===== src/rtl/alu_op_sequencer_if.sv =====
// Request and result handshake bundle between the alu_op_sequencer and its producer/consumer.
// master = producer of requests / consumer of results; slave = the sequencer.
interface alu_op_sequencer_if;
  logic        cmd_valid;
  logic        cmd_ready;
  logic [1:0]  cmd_op;
  logic [31:0] cmd_n1;
  logic [31:0] cmd_n2;
  logic        res_valid;
  logic        res_ready;
  logic [31:0] res_data;
  logic [1:0]  res_op;
  logic        res_err;

  modport master (
    output cmd_valid, cmd_op, cmd_n1, cmd_n2, res_ready,
    input  cmd_ready, res_valid, res_data, res_op, res_err
  );

  modport slave (
    input  cmd_valid, cmd_op, cmd_n1, cmd_n2, res_ready,
    output cmd_ready, res_valid, res_data, res_op, res_err
  );
endinterface


===== src/rtl/alu_op_sequencer.sv =====
// FIFO-buffered issue stage for a combinational alu, with a registered result slot.
// Optional macro ALU_DIVZERO_CHECK_EN: divide-by-zero yields all-ones data and res_err=1.
module alu_op_sequencer #(
  parameter int DEPTH = 4,
  parameter int AW    = 2
) (
  input  logic              clk,
  input  logic              rst_n,
  alu_op_sequencer_if.slave bus,
  output logic [31:0]       alu_n1,
  output logic [31:0]       alu_n2,
  output logic [1:0]        alu_op,
  input  logic [31:0]       alu_res,
  output logic [AW:0]       level
);
  typedef enum logic {SLOT_EMPTY = 1'b0, SLOT_HELD = 1'b1} slot_e;

  logic [1:0]    op_mem_q [DEPTH];
  logic [31:0]   n1_mem_q [DEPTH];
  logic [31:0]   n2_mem_q [DEPTH];
  logic [AW-1:0] wr_ptr_q, wr_ptr_d;
  logic [AW-1:0] rd_ptr_q, rd_ptr_d;
  logic [AW:0]   level_q, level_d;
  slot_e         slot_q;
  logic [31:0]   res_data_q, res_data_d;
  logic [1:0]    res_op_q, res_op_d;
  logic          res_err_q, res_err_d;
  logic          empty_s, full_s, push_s, pop_s, divz_s, res_valid_s;

  // Full/empty derive only from the occupancy counter; ready never depends on pop.
  assign empty_s     = (level_q == {(AW+1){1'b0}});
  assign full_s      = (level_q == (AW+1)'(DEPTH));
  assign res_valid_s = (slot_q == SLOT_HELD);
  assign push_s      = bus.cmd_valid & ~full_s;
  assign pop_s       = ~empty_s & (~res_valid_s | bus.res_ready);

`ifdef ALU_DIVZERO_CHECK_EN
  assign divz_s = (op_mem_q[rd_ptr_q] == 2'b11) && (n2_mem_q[rd_ptr_q] == 32'd0);
`else
  assign divz_s = 1'b0;
`endif

  // Present the FIFO head to the alu, forced to zero while empty
  always_comb begin
    alu_op = 2'b00;
    alu_n1 = 32'd0;
    alu_n2 = 32'd0;
    if (!empty_s) begin
      alu_op = op_mem_q[rd_ptr_q];
      alu_n1 = n1_mem_q[rd_ptr_q];
      alu_n2 = n2_mem_q[rd_ptr_q];
    end else begin
      alu_op = 2'b00;
      alu_n1 = 32'd0;
      alu_n2 = 32'd0;
    end
  end

  // Next-state for pointers, occupancy and result payload
  always_comb begin
    wr_ptr_d   = wr_ptr_q;
    rd_ptr_d   = rd_ptr_q;
    level_d    = level_q;
    res_data_d = res_data_q;
    res_op_d   = res_op_q;
    res_err_d  = res_err_q;
    if (push_s) begin
      wr_ptr_d = wr_ptr_q + AW'(1);
    end else begin
      wr_ptr_d = wr_ptr_q;
    end
    if (pop_s) begin
      rd_ptr_d   = rd_ptr_q + AW'(1);
      res_data_d = divz_s ? 32'hFFFF_FFFF : alu_res;
      res_op_d   = op_mem_q[rd_ptr_q];
      res_err_d  = divz_s;
    end else begin
      rd_ptr_d   = rd_ptr_q;
      res_data_d = res_data_q;
    end
    case ({push_s, pop_s})
      2'b10:   level_d = level_q + (AW+1)'(1);
      2'b01:   level_d = level_q - (AW+1)'(1);
      default: level_d = level_q;
    endcase
  end

  // State registers, FIFO storage and the result-slot state machine
  always_ff @(posedge clk) begin
    if (!rst_n) begin
      wr_ptr_q   <= {AW{1'b0}};
      rd_ptr_q   <= {AW{1'b0}};
      level_q    <= {(AW+1){1'b0}};
      slot_q     <= SLOT_EMPTY;
      res_data_q <= 32'd0;
      res_op_q   <= 2'b00;
      res_err_q  <= 1'b0;
    end else begin
      wr_ptr_q   <= wr_ptr_d;
      rd_ptr_q   <= rd_ptr_d;
      level_q    <= level_d;
      res_data_q <= res_data_d;
      res_op_q   <= res_op_d;
      res_err_q  <= res_err_d;
      if (push_s) begin
        op_mem_q[wr_ptr_q] <= bus.cmd_op;
        n1_mem_q[wr_ptr_q] <= bus.cmd_n1;
        n2_mem_q[wr_ptr_q] <= bus.cmd_n2;
      end
      case (slot_q)
        SLOT_EMPTY: begin
          if (pop_s) slot_q <= SLOT_HELD;
          else       slot_q <= SLOT_EMPTY;
        end
        SLOT_HELD: begin
          if (bus.res_ready && !pop_s) slot_q <= SLOT_EMPTY;
          else                         slot_q <= SLOT_HELD;
        end
        default: slot_q <= SLOT_EMPTY;
      endcase
    end
  end

  assign bus.cmd_ready = ~full_s;
  assign bus.res_valid = res_valid_s;
  assign bus.res_data  = res_data_q;
  assign bus.res_op    = res_op_q;
  assign bus.res_err   = res_err_q;
  assign level         = level_q;
endmodule


===== src/flat_wrapper.sv =====
// flat-port wrapper written by rule: the top's interface ports become plain ports
module alu_op_sequencer_flat 
#(
  parameter int DEPTH = 4,
  parameter int AW    = 2
)
  (clk, rst_n, alu_n1, alu_n2, alu_op, alu_res, level, bus_cmd_valid, bus_cmd_op, bus_cmd_n1, bus_cmd_n2, bus_res_ready, bus_cmd_ready, bus_res_valid, bus_res_data, bus_res_op, bus_res_err);
  alu_op_sequencer_if bus_i ();
  input  logic clk;
  input  logic rst_n;
  output logic [31:0] alu_n1;
  output logic [31:0] alu_n2;
  output logic [1:0] alu_op;
  input  logic [31:0] alu_res;
  output logic [AW:0] level;
  input wire logic [$bits(bus_i.cmd_valid)-1:0] bus_cmd_valid;
  input wire logic [$bits(bus_i.cmd_op)-1:0] bus_cmd_op;
  input wire logic [$bits(bus_i.cmd_n1)-1:0] bus_cmd_n1;
  input wire logic [$bits(bus_i.cmd_n2)-1:0] bus_cmd_n2;
  input wire logic [$bits(bus_i.res_ready)-1:0] bus_res_ready;
  output wire logic [$bits(bus_i.cmd_ready)-1:0] bus_cmd_ready;
  output wire logic [$bits(bus_i.res_valid)-1:0] bus_res_valid;
  output wire logic [$bits(bus_i.res_data)-1:0] bus_res_data;
  output wire logic [$bits(bus_i.res_op)-1:0] bus_res_op;
  output wire logic [$bits(bus_i.res_err)-1:0] bus_res_err;
  assign bus_i.cmd_valid = bus_cmd_valid;
  assign bus_i.cmd_op = bus_cmd_op;
  assign bus_i.cmd_n1 = bus_cmd_n1;
  assign bus_i.cmd_n2 = bus_cmd_n2;
  assign bus_i.res_ready = bus_res_ready;
  assign bus_cmd_ready = bus_i.cmd_ready;
  assign bus_res_valid = bus_i.res_valid;
  assign bus_res_data = bus_i.res_data;
  assign bus_res_op = bus_i.res_op;
  assign bus_res_err = bus_i.res_err;
  alu_op_sequencer #(.DEPTH(DEPTH), .AW(AW)) u_core (.clk(clk), .rst_n(rst_n), .bus(bus_i), .alu_n1(alu_n1), .alu_n2(alu_n2), .alu_op(alu_op), .alu_res(alu_res), .level(level));
endmodule

===== config.mk =====
export PLATFORM = sky130hd
export DESIGN_NAME = alu_op_sequencer_flat
export DESIGN_NICKNAME = d
export VERILOG_FILES = /design/src/rtl/alu_op_sequencer_if.sv /design/src/rtl/alu_op_sequencer.sv /design/src/flat_wrapper.sv
export SDC_FILE = /design/constraint.sdc
export NUM_CORES = 1
export LEC_CHECK = 0
export BUFFER_PORTS_ARGS = -buffer_cell sky130_fd_sc_hd__buf_2
export CAP_MARGIN = 40
export CORE_ASPECT_RATIO = 0.5
export CORE_MARGIN = 4
export CORE_UTILIZATION = 50
export DETAILED_ROUTE_END_ITERATION = 10
export GPL_TIMING_DRIVEN = 0
export PLACE_DENSITY = 0.77
export SLEW_MARGIN = 20
export SYNTH_ARGS = -nofsm -noshare
export SYNTH_HDL_FRONTEND = slang
export SYNTH_SLANG_ARGS = --single-unit

===== constraint.sdc =====
create_clock -name clk -period 7 [get_ports clk]
set_clock_uncertainty 0.15 [all_clocks]
set_input_delay 0.7 -clock clk [delete_from_list [all_inputs] [get_ports clk]]
set_output_delay 0.7 -clock clk [all_outputs]
set_load 0.05 [all_outputs]

* After elaboration in Yosys (flattened, before gate mapping)
Memories as Yosys holds them, arrays and structs flattened. A register that Yosys moved wholly into a read port is not among the register bits.
Cells that the tools add are included.
** Storage, ports and cells
- Bits in registers :: 42
- RAM bits :: 264
- Bits of input ports :: 102
- Output and inout port bits :: 106
- Logic and storage cells :: 42
- Memories :: 3
** Operators by class
- Add/subtract/negate cells :: 4
- Equal/unequal tests :: 3
- Muxes and demuxes :: 16
- Bitwise gates (word level) :: 6
- Reduce and logical (&&, ||, !) cells :: 4
** Memory list
- u_core.n1_mem_q :: depth 4, bits a word 32, read ports 1, clocked after Yosys merged registers in 1, write ports 1, line alu_op_sequencer.sv:19 : logic [31:0] n1_mem_q [DEPTH];
- u_core.n2_mem_q :: depth 4, bits a word 32, read ports 1, clocked after Yosys merged registers in 1, write ports 1, line alu_op_sequencer.sv:20 : logic [31:0] n2_mem_q [DEPTH];
- u_core.op_mem_q :: depth 4, bits a word 2, read ports 1, clocked after Yosys merged registers in 1, write ports 1, line alu_op_sequencer.sv:18 : logic [1:0] op_mem_q [DEPTH];
** Operators with widths (count)
- $mux 32 :: 2
- $mux 2 :: 7
- $pmux 3 s2 :: 1
- $mux 1 :: 5
- $add 2x1->2 const B :: 2
- $add 3x1->3 const B :: 1
- $eq 3x3->1 const B :: 1
- $logic_not 3->1 :: 1
- $not 1->1 :: 3
- $sub 3x1->3 const B :: 1
- $and 1x1->1 :: 2
- $eq 2x1->1 const B :: 1
- $eq 2x2->1 const B :: 1
- $pmux 1 s2 :: 1
- $reduce_bool 2->1 :: 1
- $logic_and 1x1->1 :: 1
- $logic_not 1->1 :: 1
- $or 1x1->1 :: 1

* Depth between registers and ports, before layout
Gate-level depths: netlist (run 1).
- Word-level depth :: 7
- Gate-level depth with buffers :: 10
- Gate-level depth less buffers :: 9

* Worst setup path before layout (run 1)
OpenSTA, ideal clock, no wires.
- Path kind :: register -> register
- From :: register u_core.level_q[0] (netlist: u_core.level[0])
- To :: memory u_core.n1_mem_q[0][0] (enable)
- Library setup time :: 0.432 ns
- Arrival time :: 3.306 ns
- Required time :: 6.418 ns
- Slack :: 3.112 ns
- Cell stages (with the launch flop) :: 5
- Path through :: dfxtp_1 or3b_1 clkbuf_1 and2_1 and3_1
** Between the ends
- Cells in the longest elaborated chain, start to end :: 6
** Ends and longest elaborated chain
- start, declared :: line alu_op_sequencer.sv:23 : logic [AW:0] level_q, level_d;
- start signal, assigned :: line alu_op_sequencer.sv:93 : level_q <= {(AW+1){1'b0}};
- start signal, assigned :: line alu_op_sequencer.sv:101 : level_q <= level_d;
- $eq 3x3->1 :: line alu_op_sequencer.sv:32 : assign full_s = (level_q == (AW+1)'(DEPTH));
- $not 1->1
- via bus_cmd_ready :: line flat_wrapper.sv:21 : output wire logic [$bits(bus_i.cmd_ready)-1:0] bus_cmd_ready;
- $and 1x1->1 :: line alu_op_sequencer.sv:34 : assign push_s = bus.cmd_valid & ~full_s;
- $mux 1 :: line alu_op_sequencer.sv:105 : if (push_s) begin
- $mux 1 :: line alu_op_sequencer.sv:90 : if (!rst_n) begin
- $mux 1 (not written as such) :: line alu_op_sequencer.sv:107 : n1_mem_q[wr_ptr_q] <= bus.cmd_n1;
- end, declared :: line alu_op_sequencer.sv:19
The timed path passes the listed nets, and every way through them passes these cells.

* Worst setup path in the final report (run 1)
- From :: register u_core.level_q[0] (netlist: u_core.level[0])
- To :: output alu_n2[27]
** Between the ends
- Cells in the longest elaborated chain, start to end :: 2
** Ends and longest elaborated chain
- $logic_not 3->1 :: line alu_op_sequencer.sv:31 : assign empty_s = (level_q == {(AW+1){1'b0}});
- $mux 32 :: line alu_op_sequencer.sv:48 : if (!empty_s) begin
- end, declared :: line flat_wrapper.sv:12 : output logic [31:0] alu_n2;
No other way between the ends.

==> summary.md, run 1 <==
| Metric | Value |
|---|---|
| Status | `completed` |
| Die Y | `roughly 120 um` |
| Number of global-route vias before repair | `~6.8k` |
| DRT Pass-1 Iters | `6` |
| CP Capture Type | `output port` |
| Multi-input gate area | `roughly 2700 um^2` |
| Mux cell area share after synthesis | `about 13%` |
| Die area | `26,200 um^2` |
| Crit path kind | `register to output port` |
| Hold_buf cts | `0` |
| Worst Path Max Fanout | `10` |
| Peak supply drop | `~0.28 mV` |
| Num CTS Buffers | `28` |
| Core Area | `~23,000 um^2` |
| Pin count of the biggest net entering global routing | `44` |
| GP Congestion | `0.802` |
| Mapped Area | `around 12,000 um^2` |
| Synth-to-Final Area Change | `20.5%` |
| FMAX | `~310 MHz` |
| Xor and xnor area share after synthesis | `less than 1%` |
| CTS Buffer Depth | `3` |
| Cells taking the most area after synthesis | `edfxtp_1, mux4_2, dfxtp_1, and2_1, a21oi_1` |
| Post-Syn Instances | `~630` |
| Final Max Slew Viols | `0` |
| Ys Warns | `0` |
| Via count | `~6.6k` |
| Min Clock Period, post-route | `~3200 ps` |
| Storage cell area | `8810 um^2` |
| Antenna Violating Nets Remaining | `0` |
| Hold Crit Start | `bus_cmd_n2[1]` |
| Cell depth of the worst hold path | `1` |
| Largest family of logic cells by synthesized area | `multiplexers` |
| Top-count cell post-synth | `edfxtp_1` |
| RR Startpoint | `u_core.level[2]` |
| Worst r2r path cells | `10` |
| Commonest cells in the synthesized netlist | `edfxtp_1, and2_1, mux4_2` |
| Rel. slew slack | `a little over half` |
| # fillers | `1,643` |
| DRC | `0` |
| FF-to-FF End | `u_core.level[2]` |
| Synth async-reset ratio | `0%` |
| Initial core utilization | `between 50% and 60%` |
| Rows | `39` |
| Crit start category | `register` |
| H-tree depth | `1` |
| Clk pin slew, worst setup/hold paths | `60 ps` |
| CTS tree | `done` |
| Share of the synthesized area in the top cell type | `67.4%` |
| Fin crit share | `approximately 46%` |
| WL final | `approximately 25 mm` |
| Leakage power | `just over 5 nW` |
| Antenna violations before repair | `2` |
| Layout cells sized above 1 | `about 38%` |
| Syn Area/Cell | `between 15 and 20 um^2` |
| Compound-Gate Fraction of Synth Area | `around 3.4%` |
| Syn nets | `~740` |
| Final setup fails | `0` |
| Drt via density | `about 5.5` |
| Total GRT Usage | `roughly a fifth` |
| Io pins | `~210` |
| Initial DRC Count | `between 500 and 600` |
| Drt wl/cell | `about 21 um` |
| Clock root cell | `clkbuf_16` |
| Die Width | `between 200 and 250 um` |
| CP arrival | `2340 ps` |
| Hold Fails Final Rpt | `0` |
| Dominant synthesized flop cell | `edfxtp_1` |
| Global route total overflow | `0` |
| R2R Setup Slk | `4370 ps` |
| Setup TNS | `0 ps` |
| Final net count | `~1,000` |
| Simple-Gate Fraction of Synth Area | `5.95%` |
| Max Cap Viol | `0` |
| Cell Pwr Density | `446 nW/um^2` |
| Port bufs | `a little over 200` |
| Register area share after synthesis | `74.9%` |
| Total setup buffers inserted after CTS | `0` |
| Detailed Place HPWL | `around 16 mm` |
| Synth Area in Adders | `less than 1%` |
| Hold path endpoint | `u_core.n2_mem_q[2][1]` |
| Post-cts sizing count | `0` |
| Minimum hold slack | `approximately 220 ps` |
| First-pass GRT wire length | `around 37 mm` |
| RSZ-0062 raised after global routing | `false` |
| Biggest area consumer among synthesized cells | `edfxtp_1` |
| Min-delay worst type | `primary input to register` |
| Critical Path RT | `between 6000 and 7000 ps` |
| Sink Count | `~310` |
| Flops & latches, synth | `308` |
| Synth unique cells | `29` |
| Clock Latency Late Sink | `approximately 540 ps` |
| Number of enable flip-flop cells after synthesis | `approximately 260` |
| Slew @ Worst Pin | `around 690 ps` |
[worst max-delay path, cell delays in order (launching register included)]
cell	delay, ps
dfxtp_1	420
or3_1	160
buf_2	290
clkbuf_1	440
and2_1	220
buf_2	270
[routing by layer]
metal	GRT usage, %	routed length (um)	vias up
li1	-	-	2977
met1	23.8	9840	3336
met2	33.7	13000	205
met3	3.77	1490	40
met4	4.85	545	2
met5	0	13	-
[area by class of cell]
cell class,count,area share [%]
Inverter,7,0.185
Clock buffer,38,5.36
Multi-Input combinational cell,276,19.2
Clock inverter,11,0.724
Antenna cell,1,0.0177
Timing Repair Buffer,210,8.06
Buffer,43,1.56
Sequential cell,308,62.2
Tap cell,307,2.71
[stage by stage]
step	instances	worst slack, ps	area (um^2)	util, %	total power, W
finish	1201	3810	14200	61.6	0.00631
floorplan	634	3110	11800	-	0.00426
detailed placement	1151	4010	13300	57.9	0.00492
CTS	1200	3720	14200	61.6	0.00638
global route	1201	3640	14200	61.6	0.00660
global placement	1147	2530	13200	57.3	0.00487
[report_power, final]
part	total, W	switching (W)	internal [W]
clock	0.00146	0.000631	0.000829
combinational	0.00263	0.00186	0.000773
sequential	0.00222	0.0000623	0.00216
total	0.00631	0.00255	0.00376
[cells in the final DEF (no fill, tap or decap)]
master and count:
nor2_1 4, dfxtp_1 44, or3_1 3, fa_1 1
edfxtp_1 264, diode_2 1, nor3_1 1, conb_1 1
and3_4 4, clkinv_2 3, bufinv_16 2, o21ai_0 36
nor2b_1 1, buf_1 3, mux2i_1 1, clkbuf_2 1
ha_1 5, xor2_1 2, clkinvlp_2 1, clkinv_1 5
buf_2 220, inv_1 6, and2_1 67, clkbuf_1 28
a21oi_1 41, buf_16 4, buf_6 5, a21o_1 2
nand2b_1 2, nand3_1 37, clkinvlp_4 1, clkbuf_16 29
or3b_1 1, mux4_2 66, nand2_1 1, buf_4 1
[sequential cells by signal, summed over array words and instances (netlist names), named ones only]
name and flops:
u_core.op_mem_q 8, u_core.bus.res_data 32, u_core.n2_mem_q 128, u_core.level 3
u_core.bus.res_valid 1, u_core.wr_ptr_q 2, u_core.rd_ptr_q 2, u_core.n1_mem_q 128
u_core.bus.res_op 2
[how the worst max path moves through the flow]
stage | start | end | slack, ps | depth (start not counted)
floorplan | u_core.level[0] | u_core.n1_mem_q[0][0] | 3110 | 4
global placement | bus_cmd_valid | u_core.n2_mem_q[3][24] | 2530 | 3
detailed placement | bus_res_ready | u_core.level[2] | 4010 | 11
CTS | u_core.level[0] | alu_n2[15] | 3720 | 5
global route | u_core.level[0] | alu_n2[15] | 3640 | 5
finish | u_core.level[0] | alu_n2[27] | 3810 | 5
[kinds of logic after synthesis]
family / after synthesis
compound gates: 79
xor+xnor: 2
fa+ha+maj: 6
buf+inv: 50
flops: 308
mux: 67
other cells: 1
simple gates: 121
Note: power is estimated with default switching activity, not from simulation.
==> run 2, diff against run 1 <==
--- a/config.mk
+++ b/config.mk
@@ -12,7 +12,7 @@
 export CORE_UTILIZATION = 50
 export DETAILED_ROUTE_END_ITERATION = 10
 export GPL_TIMING_DRIVEN = 0
-export PLACE_DENSITY = 0.77
+export PLACE_DENSITY = 0.79
 export SLEW_MARGIN = 20
 export SYNTH_ARGS = -nofsm -noshare
 export SYNTH_HDL_FRONTEND = slang
==> constraint.sdc (replaced) <==
create_clock -name clk -period 2.55 [get_ports clk]
set_clock_uncertainty 0.15 [all_clocks]
set_input_delay 0.255 -clock clk [delete_from_list [all_inputs] [get_ports clk]]
set_output_delay 0.255 -clock clk [all_outputs]
set_load 0.05 [all_outputs]
==> run 2 against run 1 <==
  * The run now ends with negative setup slack left
  * Core utilization grew 6.3 points
  * Cell area grew 10%
  * Largest power group unchanged
  * Cell count grew 9.2%
  * Worst setup slack lost 3900 ps
==> summary.md, run 2 (same netlist as run 1, synthesis figures left out) <==
| Metric | Value |
|---|---|
| Status | `finished, violations left` |
| Failing checks | `negative setup slack` |
| Via count | `about 7.0k` |
| P_sw | `0.00732 W` |
| Critical-path top delay cell | `mux4_2` |
| Switching share of total power | `approximately two fifths` |
| Die Y | `116 um` |
| Global route total overflow | `0` |
| Antenna Violating Nets Remaining | `0` |
| Min setup slack post-route | `-47.6 ps` |
| DRT Pass-1 Iters | `4` |
| Cell mode on critical path | `buf_12` |
| FMAX | `385 MHz` |
| Die Width | `about 220 um` |
| Sink Count | `308` |
| Min-delay worst type | `primary input to register` |
| Area after DPL | `13,300 um^2` |
| Cell depth of the worst hold path | `5` |
| Pin count of the biggest net entering global routing | `40` |
| Final net count | `approximately 1.1k` |
| Max Cap Viol | `0` |
| Critical path cell sequence | `buf_12 > buf_12 > mux4_2 > and2_1 > buf_2` |
| Num CTS Buffers | `28` |
| Fin crit share | `102%` |
| Port bufs | `roughly 210` |
| FF-to-FF End | `u_core.level[2]` |
| Core Area | `roughly 23,000 um^2` |
| Peak supply drop | `a little over 0.9 mV` |
| # diodes | `0` |
| Drt wl/cell | `slightly above 20 um` |
| Most common cell after layout, fill and taps aside | `edfxtp_1` |
| Worst r2r path cells | `10` |
| Crit start category | `register` |
| First-pass GRT wire length | `around 41 mm` |
| Clk pwr share | `between 20% and 30%` |
| Antenna violations before repair | `0` |
| Initial DRC Count | `~410` |
| Number of global-route vias before repair | `between 7k and 8k` |
| Leakage power | `~5.7 nW` |
| Synth-to-Final Area Change | `32.9%` |
| Initial core utilization | `51.2%` |
| Logic pwr share | `between 40% and 50%` |
| Hold Fails Final Rpt | `0` |
| Final setup fails | `5` |
| Cell Pwr Density | `approximately 1200 nW/um^2` |
| Final Max Slew Viols | `0` |
| Placed cell count | `around 1.2k` |
| Clk pin slew, worst setup/hold paths | `70 ps` |
| Drt via density | `~5.3` |
| Worst Path Max Fanout | `10` |
| Crit path kind | `register to output port` |
| CP max stage delay | `560 ps` |
| Leading cell types in the layout, fill and taps excluded | `edfxtp_1, buf_2, dlygate4sd3_1, mux4_2, and2_1` |
| Clock Latency Late Sink | `550 ps` |
| Io pins | `around 210` |
| RSZ-0062 raised after global routing | `true` |
| Rows | `39` |
| Hold path endpoint | `u_core.bus.res_data[15]` |
| CP Capture Type | `output port` |
| CTS tree | `done` |
| Overall Power | `around 0.018 W` |
| Total GRT Usage | `approximately a fifth` |
| Setup TNS | `-93.5 ps` |
| CTS Buffer Depth | `3` |
| Slew @ Worst Pin | `625 ps` |
| Int Pwr | `between 0.01 and 0.015 W` |
| RR Startpoint | `u_core.level[0]` |
| DRC | `0` |
| R2R Setup Slk | `roughly 90 ps` |
| Sequential power share | `33.3%` |
| GP Congestion | `between 0.8 and 0.9` |
| Clock root cell | `clkbuf_16` |
| Layout cells sized above 1 | `about two fifths` |
| Die area | `26,200 um^2` |
| CP arrival | `about 2200 ps` |
| Hold Crit Start | `bus_res_ready` |
| Design area | `15,600 um^2` |
| Rel. slew slack | `58.3%` |
| WL final | `27.2 mm` |
| H-tree depth | `1` |
| Post-route insts no fill | `between 1k and 1.5k` |
| Critical Path RT | `about 2100 ps` |
| Detailed Place HPWL | `approximately 16 mm` |
| Min Clock Period, post-route | `~2600 ps` |
-- run 2: cell count changes in the layout (fill, tap and decap cells not counted), moves of 7 or more --
cell,previous run,this run
dlygate4sd3_1,0,101
buf_2,220,182
and2_1,67,42
and2_4,0,25
buf_6,5,29
clkbuf_1,28,14
buf_4,1,14
buf_12,0,9
clkinv_1,5,12
-- run 2: worst max path at each step --
stage                 endpoint  cells past startpoint  slack, ps             from
2_1_floorplan  u_core.level[2]                     10         20  u_core.level[2]
3_3_place_gp   u_core.level[2]                     10        120  u_core.level[0]
3_5_place_dp   u_core.level[2]                     10         80  u_core.level[0]
4_1_cts             alu_n2[20]                      5        -60         register
5_1_grt             alu_n2[10]                      5       -110         register
6_report            alu_n2[10]                      5        -50         register
-- run 2: what timing repair did --
item	in CTS	in global routing
hold buffers	101	0
gates resized for setup	68	60
pin swaps	0	3
gates cloned	2	0
setup buffers	3	3
endpoints found under the hold margin	301	0
endpoints found under the setup margin	61	65
-- run 2: metrics by stage --
stage,worst slack [ps],utilization [%],hold slack [ps]
2_1_floorplan,24.2,-,204
3_3_place_gp,122,57.5,307
3_5_place_dp,75.1,57.9,315
4_1_cts,-61.7,67.2,152
5_1_grt,-113,68.0,173
6_report,-47.6,68.0,177
-- run 2: cell type report --
cell class | instances | area (um^2)
well taps | 307 | 384
inverters | 7 | 26.3
multi-input cells | 276 | 2790
clock inverters | 19 | 124
clock buffers | 33 | 719
fillers | 1480 | 7360
flip-flops and latches | 308 | 8820
plain buffers | 43 | 328
repair buffers | 319 | 2430
-- run 2: worst max-delay path: cells and delay by family, from the launching register on --
kind | cells | cell delay [ps]
flops | 1 | 390
mux | 1 | 560
buf+inv | 3 | 510
simple gates | 1 | 180
-- run 2: power groups by stage --
stage / registers (W) / clock network (W) / logic [W]
after detailed placement: 0.00622 / 0 / 0.00730
final: 0.00614 / 0.00394 / 0.00838
after CTS: 0.00613 / 0.00400 / 0.00798
after global placement: 0.00619 / 0 / 0.00720
after global routing: 0.00618 / 0.00422 / 0.00884
after floorplan: 0.00689 / 0 / 0.00482
-- run 2: per-layer routing --
layer	track usage [%]	vias to the layer above	routed length, um
li1	-	3198	-
met1	25.9	3547	11100
met2	37.2	208	14000
met3	3.31	47	1360
met4	5.71	0	809
met5	0	-	0
